===== config.mk =====
export PLATFORM = sky130hd
export DESIGN_NAME = projective_transform_param
export DESIGN_NICKNAME = d
export VERILOG_FILES = /design/src/rtl/pt_pkg.sv /design/src/rtl/pt_out_fifo.sv /design/src/rtl/projective_transform_param.sv
export SDC_FILE = /design/constraint.sdc
export NUM_CORES = 2
export LEC_CHECK = 0
export ABC_AREA = 1
export CORE_MARGIN = 2
export CORE_UTILIZATION = 50
export DETAILED_ROUTE_END_ITERATION = 16
export PLACE_DENSITY = 0.75
export REMOVE_ABC_BUFFERS = 1
export SLEW_MARGIN = 5
export SYNTH_ARGS = -nofsm -noshare
export SYNTH_HDL_FRONTEND = slang
export SYNTH_SLANG_ARGS = --single-unit

===== constraint.sdc =====
create_clock -name clk -period 18.6 [get_ports clk]
set_input_delay 2.79 -clock clk [delete_from_list [all_inputs] [get_ports clk]]
set_output_delay 2.79 -clock clk [all_outputs]
set_load 0.1 [all_outputs]

===== src/rtl/pt_pkg.sv =====
// Shared types for the projective transform family: FSM states, pipeline depth, corner record.
package pt_pkg;

  typedef enum logic [1:0] {
    IDLE,
    RUN,
    DRAIN
  } state_t;

  localparam int unsigned PIPE_LAT = 4;
  localparam int unsigned CORNER_W = 16;

  typedef struct packed {
    logic [CORNER_W-1:0] x;
    logic [CORNER_W-1:0] y;
  } corner_t;

endpackage


===== src/rtl/pt_out_fifo.sv =====
// Synchronous FIFO with occupancy count; head reads as zero while empty.
module pt_out_fifo #(
  parameter int unsigned WIDTH = 8,
  parameter int unsigned DEPTH = 8
) (
  input  logic                     clk,
  input  logic                     reset_n,
  input  logic                     flush,
  input  logic                     wr_en,
  input  logic [WIDTH-1:0]         wr_data,
  input  logic                     rd_en,
  output logic [WIDTH-1:0]         rd_data,
  output logic                     empty,
  output logic [$clog2(DEPTH):0]   count
);

  localparam int unsigned AW = $clog2(DEPTH);

  logic [WIDTH-1:0] mem [DEPTH];
  logic [AW-1:0]    wr_ptr, rd_ptr;
  logic             full, push, pop;

  assign empty   = (count == '0);
  assign full    = (count == (AW+1)'(DEPTH));
  assign push    = wr_en && !full;
  assign pop     = rd_en && !empty;
  assign rd_data = empty ? '0 : mem[rd_ptr];

  always_ff @(posedge clk) begin
    if (!reset_n || flush) begin
      wr_ptr <= '0;
      rd_ptr <= '0;
      count  <= '0;
    end else begin
      if (push) wr_ptr <= wr_ptr + 1'b1;
      if (pop)  rd_ptr <= rd_ptr + 1'b1;
      count <= count + {{AW{1'b0}}, push} - {{AW{1'b0}}, pop};
    end
  end

  always_ff @(posedge clk) begin
    if (push) mem[wr_ptr] <= wr_data;
  end

endmodule


===== src/rtl/projective_transform_param.sv =====
// Maps a 2^SRC_W_LOG2 x 2^SRC_H_LOG2 source raster into quadrilateral A-B-C-D (bilinear),
// with a 4-stage non-stalling datapath feeding a clipped, backpressured output FIFO.
module projective_transform_param
  import pt_pkg::*;
#(
  parameter int unsigned PIXEL_W    = 18,
  parameter int unsigned SRC_W_LOG2 = 9,
  parameter int unsigned SRC_H_LOG2 = 8,
  parameter int unsigned DST_XW     = 10,
  parameter int unsigned DST_YW     = 9,
  parameter int unsigned DST_W      = 640,
  parameter int unsigned DST_H      = 480,
  parameter int unsigned FIFO_DEPTH = 8
) (
  input  logic               clk,
  input  logic               reset_n,
  input  logic               frame_flag,
  input  logic               corners_flag,
  input  logic [DST_XW-1:0]  a_x, b_x, c_x, d_x,
  input  logic [DST_YW-1:0]  a_y, b_y, c_y, d_y,
  input  logic               ptflag,
  input  logic [PIXEL_W-1:0] pixel,
  input  logic               pixel_flag,
  output logic               request_pixel,
  output logic [PIXEL_W-1:0] pt_pixel_write,
  output logic [DST_XW-1:0]  pt_x,
  output logic [DST_YW-1:0]  pt_y,
  output logic               pt_wr,
  input  logic               pt_ready,
  output logic               busy,
  output logic               frame_done
);

  localparam int unsigned PW = CORNER_W + SRC_W_LOG2 + SRC_H_LOG2 + 4;
  localparam int unsigned FW = PIXEL_W + DST_YW + DST_XW;
  localparam int unsigned CW = $clog2(FIFO_DEPTH) + 1;

  typedef logic signed [PW-1:0] sval_t;

  function automatic sval_t ext(input logic [CORNER_W-1:0] c);
    return sval_t'({{(PW-CORNER_W){1'b0}}, c});
  endfunction

  function automatic sval_t lerp(input sval_t p0, input sval_t p1, input sval_t t,
                                 input int unsigned sh);
    return p0 + (((p1 - p0) * t) >>> sh);
  endfunction

  state_t state, state_next;
  corner_t in_c [4];
  corner_t sh   [4];
  corner_t act  [4];

  logic                  mode;
  logic [SRC_W_LOG2-1:0] u, u1, u2;
  logic [SRC_H_LOG2-1:0] v, v1;
  logic [PIXEL_W-1:0]    pix1, pix2, pix3, pix4;
  sval_t                 lx2, ly2, rx2, ry2, lx3, ly3, px3, py3, x4, y4;
  logic [PIPE_LAT-1:0]   vld;
  logic [CW-1:0]         fifo_count;
  logic [FW-1:0]         head;
  logic                  fifo_empty, accept, last, drained, clip, push, pop, req_next;
  int unsigned           occ_next;

  assign in_c[0] = {CORNER_W'(a_x), CORNER_W'(a_y)};
  assign in_c[1] = {CORNER_W'(b_x), CORNER_W'(b_y)};
  assign in_c[2] = {CORNER_W'(c_x), CORNER_W'(c_y)};
  assign in_c[3] = {CORNER_W'(d_x), CORNER_W'(d_y)};

  assign accept  = request_pixel && pixel_flag && (state == RUN) && !frame_flag;
  assign last    = (&u) && (&v);
  assign drained = (vld == '0) && (fifo_count == '0);
  assign clip    = (x4 >= sval_t'(DST_W)) || (y4 >= sval_t'(DST_H));
  assign push    = vld[PIPE_LAT-1] && !clip;
  assign pop     = pt_wr && pt_ready;

  always_comb begin
    state_next = state;
    case (state)
      IDLE:    if (frame_flag) state_next = RUN;
      RUN:     if (frame_flag) state_next = RUN;
               else if (accept && last) state_next = DRAIN;
      DRAIN:   if (frame_flag) state_next = RUN;
               else if (drained) state_next = IDLE;
      default: state_next = IDLE;
    endcase
  end

  // Occupancy after this edge; a registered request may then admit exactly one more result.
  always_comb begin
    occ_next = 0;
    if (!frame_flag)
      occ_next = 32'(fifo_count) + 32'(push) + 32'(accept)
               + 32'($countones(vld[PIPE_LAT-2:0])) - 32'(pop);
    req_next = (state_next == RUN) && (occ_next <= FIFO_DEPTH - 1);
  end

  always_ff @(posedge clk) begin
    if (!reset_n) begin
      state         <= IDLE;
      request_pixel <= 1'b0;
      busy          <= 1'b0;
      frame_done    <= 1'b0;
      mode          <= 1'b0;
      u             <= '0;
      v             <= '0;
      vld           <= '0;
      sh            <= '{default: '0};
      act           <= '{default: '0};
    end else begin
      state         <= state_next;
      request_pixel <= req_next;
      busy          <= (state_next != IDLE);
      frame_done    <= (state == DRAIN) && (state_next == IDLE);
      if (corners_flag) sh <= in_c;
      if (frame_flag) begin
        act  <= corners_flag ? in_c : sh;
        mode <= ptflag;
        u    <= '0;
        v    <= '0;
        vld  <= '0;
      end else begin
        vld <= {vld[PIPE_LAT-2:0], accept};
        if (accept) begin
          u <= u + 1'b1;
          if (&u) v <= v + 1'b1;
        end
      end
    end
  end

  // Bypass collapses both edges onto (u,v) so later stages need no mode awareness.
  always_ff @(posedge clk) begin
    u1   <= u;
    v1   <= v;
    pix1 <= pixel;
    u2   <= u1;
    pix2 <= pix1;
    if (mode) begin
      lx2 <= lerp(ext(act[0].x), ext(act[3].x), sval_t'(v1), SRC_H_LOG2);
      ly2 <= lerp(ext(act[0].y), ext(act[3].y), sval_t'(v1), SRC_H_LOG2);
      rx2 <= lerp(ext(act[1].x), ext(act[2].x), sval_t'(v1), SRC_H_LOG2);
      ry2 <= lerp(ext(act[1].y), ext(act[2].y), sval_t'(v1), SRC_H_LOG2);
    end else begin
      lx2 <= sval_t'(DST_XW'(u1));
      rx2 <= sval_t'(DST_XW'(u1));
      ly2 <= sval_t'(DST_YW'(v1));
      ry2 <= sval_t'(DST_YW'(v1));
    end
    lx3  <= lx2;
    ly3  <= ly2;
    px3  <= (rx2 - lx2) * sval_t'(u2);
    py3  <= (ry2 - ly2) * sval_t'(u2);
    pix3 <= pix2;
    x4   <= lx3 + (px3 >>> SRC_W_LOG2);
    y4   <= ly3 + (py3 >>> SRC_W_LOG2);
    pix4 <= pix3;
  end

  pt_out_fifo #(
    .WIDTH (FW),
    .DEPTH (FIFO_DEPTH)
  ) u_fifo (
    .clk     (clk),
    .reset_n (reset_n),
    .flush   (frame_flag),
    .wr_en   (push),
    .wr_data ({pix4, DST_YW'(y4), DST_XW'(x4)}),
    .rd_en   (pt_ready),
    .rd_data (head),
    .empty   (fifo_empty),
    .count   (fifo_count)
  );

  assign pt_wr = !fifo_empty;
  assign {pt_pixel_write, pt_y, pt_x} = head;

endmodule


==> flow_summary.yaml <==
route:
  wl_met2_mm: 96.2
  firstDrtPassIters: 6
  wl_met3_mm: 12.7
  vias: 60382
  vias_per_cell: 5.35
  wirelength_mm: 201
  wire_per_inst_um: 17.8
  ant_nets: 0
  drc: 0
  drt_iter0_markers: 4226
  highest_layer: "met5"
  wirelength_met1_mm: 85.8
sta:
  slew_headroom_pct: 30.7
  min_period_ns: 7.72
  worst_slew_pin_slew_ns: 1.04
  period_share_pct: 41.5
  rsz0062_at_grt: "no"
  fin_skew_ns: 0.0645
  max_freq_mhz: 130
  finalSetupViolCount: 0
  setup_ws_ns: 10.88
  tns_ns: 0
  finalHoldViolations: 0
  drv_slew: 0
power_and_ir_drop:
  ir_drop_mv: 0.0736
  power.density_nw_per_um2: 68.7
  power_leakage_nw: 40.5
  power_mw: 5.60
cells_and_area:
  drive_above_1_share_pct: 4.31
  fin_cells: 11277
  areaGrowthSynthToFinish_pct: 8.94
  regArea_um2: 21400
  num-nets-final: 10703
  multi_input_area_um2: 46200
  fill_cells: 13605
  final_core_util_pct: 55.0
floorplan:
  start_util_pct: 50.5
  core_um2: 148000
  rows: 141
  die_x_um: 391
  dieArea_um2: 153000
  chipHeight_um: 391
  num_io_pins: 142
setup_path:
  critPathRequiredTime_ns: 15.81
  path_max_fanout: 100
  crit_type: "register to output pin"
  r2r-end: "ly2[14]$_SDFF_PN0_"
  start_kind: "register"
  end_kind: "output pin"
  crit_arrival_ns: 4.93
  rr_startpoint: "act[0]$_SDFFE_PN0P_"
  reg2reg_slack_ns: 11.00
  reg2regPathDepth: 34
hold_path:
  hp-class: "register to register"
  hold_depth: 0
  hp-start: "pix3[2]$_DFF_P_"
  whs_endpoint: "pix4[2]$_DFF_P_"
synthesis:
  yosys-top-cells-area: "fa_1 20%, dfxtp_1 17%, edfxtp_1 12%"
  synth_edf_count: 296
  ys_top_cells_by_count: "1,697 x inv_1, 1,533 x nand2_1, 1,357 x nor2_1, 754 x fa_1, 622 x dfxtp_1"
  yosysTopAreaCellShare_pct: 20.2
  synth.yosys.warnings: 0
  ys_types: 69
  syn-cell-area_um2: 74800
  synth-seq-cells: 918
  yosysSeqAreaShare_pct: 28.5
  synth_cells: 9207
  synth_area_leader_cell: "fa_1"
  synthArstFlopShare_pct: 0
  ys.flop_type: "dfxtp_1"
  avgSynthCellArea_um2: 8.12
  yosysMostFrequentCell: "inv_1"
cts:
  postCtsSetupBuffers: 0
  insertion_delay_ns: 0.76
  cts_resized: 0
  clock_sinks: 918
  cts_tree: "done"
  cts_hold_buf: 0
  cts_buffer_depth: 3
  htree_levels: 3
  cts.clk_slew.worst_paths_ns: 0.06
  cts_buffers: 97
  cts-root-buf: "clkbuf_16"
grt:
  grt_pass1_vias: 61456
  grt_pass1_wl_mm: 322
  grt.total_usage_pct: 26.3
  overflow: 0
  antenna_found_initial: 5
  grt_start_max_net_pins: 101
outcome:
  status: "finished, final reports clean"
place:
  gp_congestion: 0.973
  port_buffers: 141
  placed_cells: 11094
  dp_slack_ns: 11.11
  dp.final_hpwl_mm: 154
flow_run:
  maxCapViolations: 0
[registers in the layout, indices dropped and copies added, names as in the netlist, 9 cells and up, named ones only]
name        cells
pix4           18
y4             29
lx3            19
ly3            19
u               9
py3            28
act           128
u2              9
pix3           18
u_fifo.mem    296
rx2            19
ly2            19
sh            128
lx2            19
px3            28
x4             29
u1              9
pix2           18
pix1           18
ry2            19
[worst max-delay path by stage]
stage / startpoint / to / cells after the start
6_report: register / pt_x[0] / 7
5_1_grt: act[0]$_SDFFE_PN0P_ / ly2[14]$_SDFF_PN0_ / 34
4_1_cts: register / pt_x[0] / 7
3_5_place_dp: act[0]$_SDFFE_PN0P_ / ly2[11]$_SDFF_PN0_ / 35
3_3_place_gp: act[0]$_SDFFE_PN0P_ / ly2[11]$_SDFF_PN0_ / 35
2_1_floorplan: reset_n / state[1]$_SDFF_PN0_ / 4
[worst max-delay path, stage by stage, from the launching register on]
cell and delay, ns:
dfxtp_4 0.50, clkinv_2 0.50, buf_4 0.81, o21ai_0 0.19, o22ai_1 0.19, o21ai_0 0.12
a31oi_1 0.49, clkdlybuf4s50_1 1.25
[power by group]
group	switching (mW)	internal [mW]
registers	0.0577	2.14
clock network	0.865	1.13
logic	1.03	0.371
[area by class of cell]
cell class | count | share of cell area (%)
Tap cell | 1930 | 2.96
Inverter | 1712 | 7.89
Clock buffer | 133 | 3.28
Antenna cell | 1 | 0.00307
Timing Repair Buffer | 189 | 2.16
Sequential cell | 918 | 26.2
Clock inverter | 49 | 0.822
Multi-Input combinational cell | 6345 | 56.7
[per-layer routing]
| metal | vias to the layer above | GRT usage (%) |
|---|---|---|
| met5 | - | 0 |
| met4 | 2 | 7.70 |
| met3 | 360 | 3.90 |
| met2 | 1895 | 45.3 |
| met1 | 29118 | 34.3 |
| li1 | 29007 | - |
[cells in the final DEF, fill, tap and decap left out, drive strengths merged, types with 9 or more instances in the layout]
cell / n
or2: 109
o21bai: 43
nor4: 18
a21o: 51
fa: 754
a21boi: 10
xor2: 134
dfxtp: 622
nand3b: 14
inv: 1718
clkinv: 30
buf: 51
nor2: 1365
nand2: 1548
a31oi: 61
clkbuf: 133
o22ai: 45
nor3: 61
a21oi: 457
xnor2: 68
and3: 9
edfxtp: 296
nand3: 331
ha: 585
nand4: 58
a2bb2oi: 26
o22a: 60
o21ai: 477
clkdlybuf4s50: 138
[through the flow]
stage | hold slack [ns] | instance area, um^2
after CTS | 0.291 | 81500
after floorplan | 0.310 | 73900
after global placement | 0.312 | 78100
final | 0.288 | 81500
after global routing | 0.285 | 81500
after detailed placement | 0.313 | 78100
[cells by family after synthesis]
group,count (synthesis),share of synthesized area [%]
buffers and inverters,1944,9.82
AO/OA/AOI/OAI,1282,9.91
AND/OR/NAND/NOR,3522,19.3
flip-flops,918,28.5
adder cells (fa/ha/maj),1339,30.0
XOR/XNOR,202,2.45
Power figures use the tool's default switching activity.
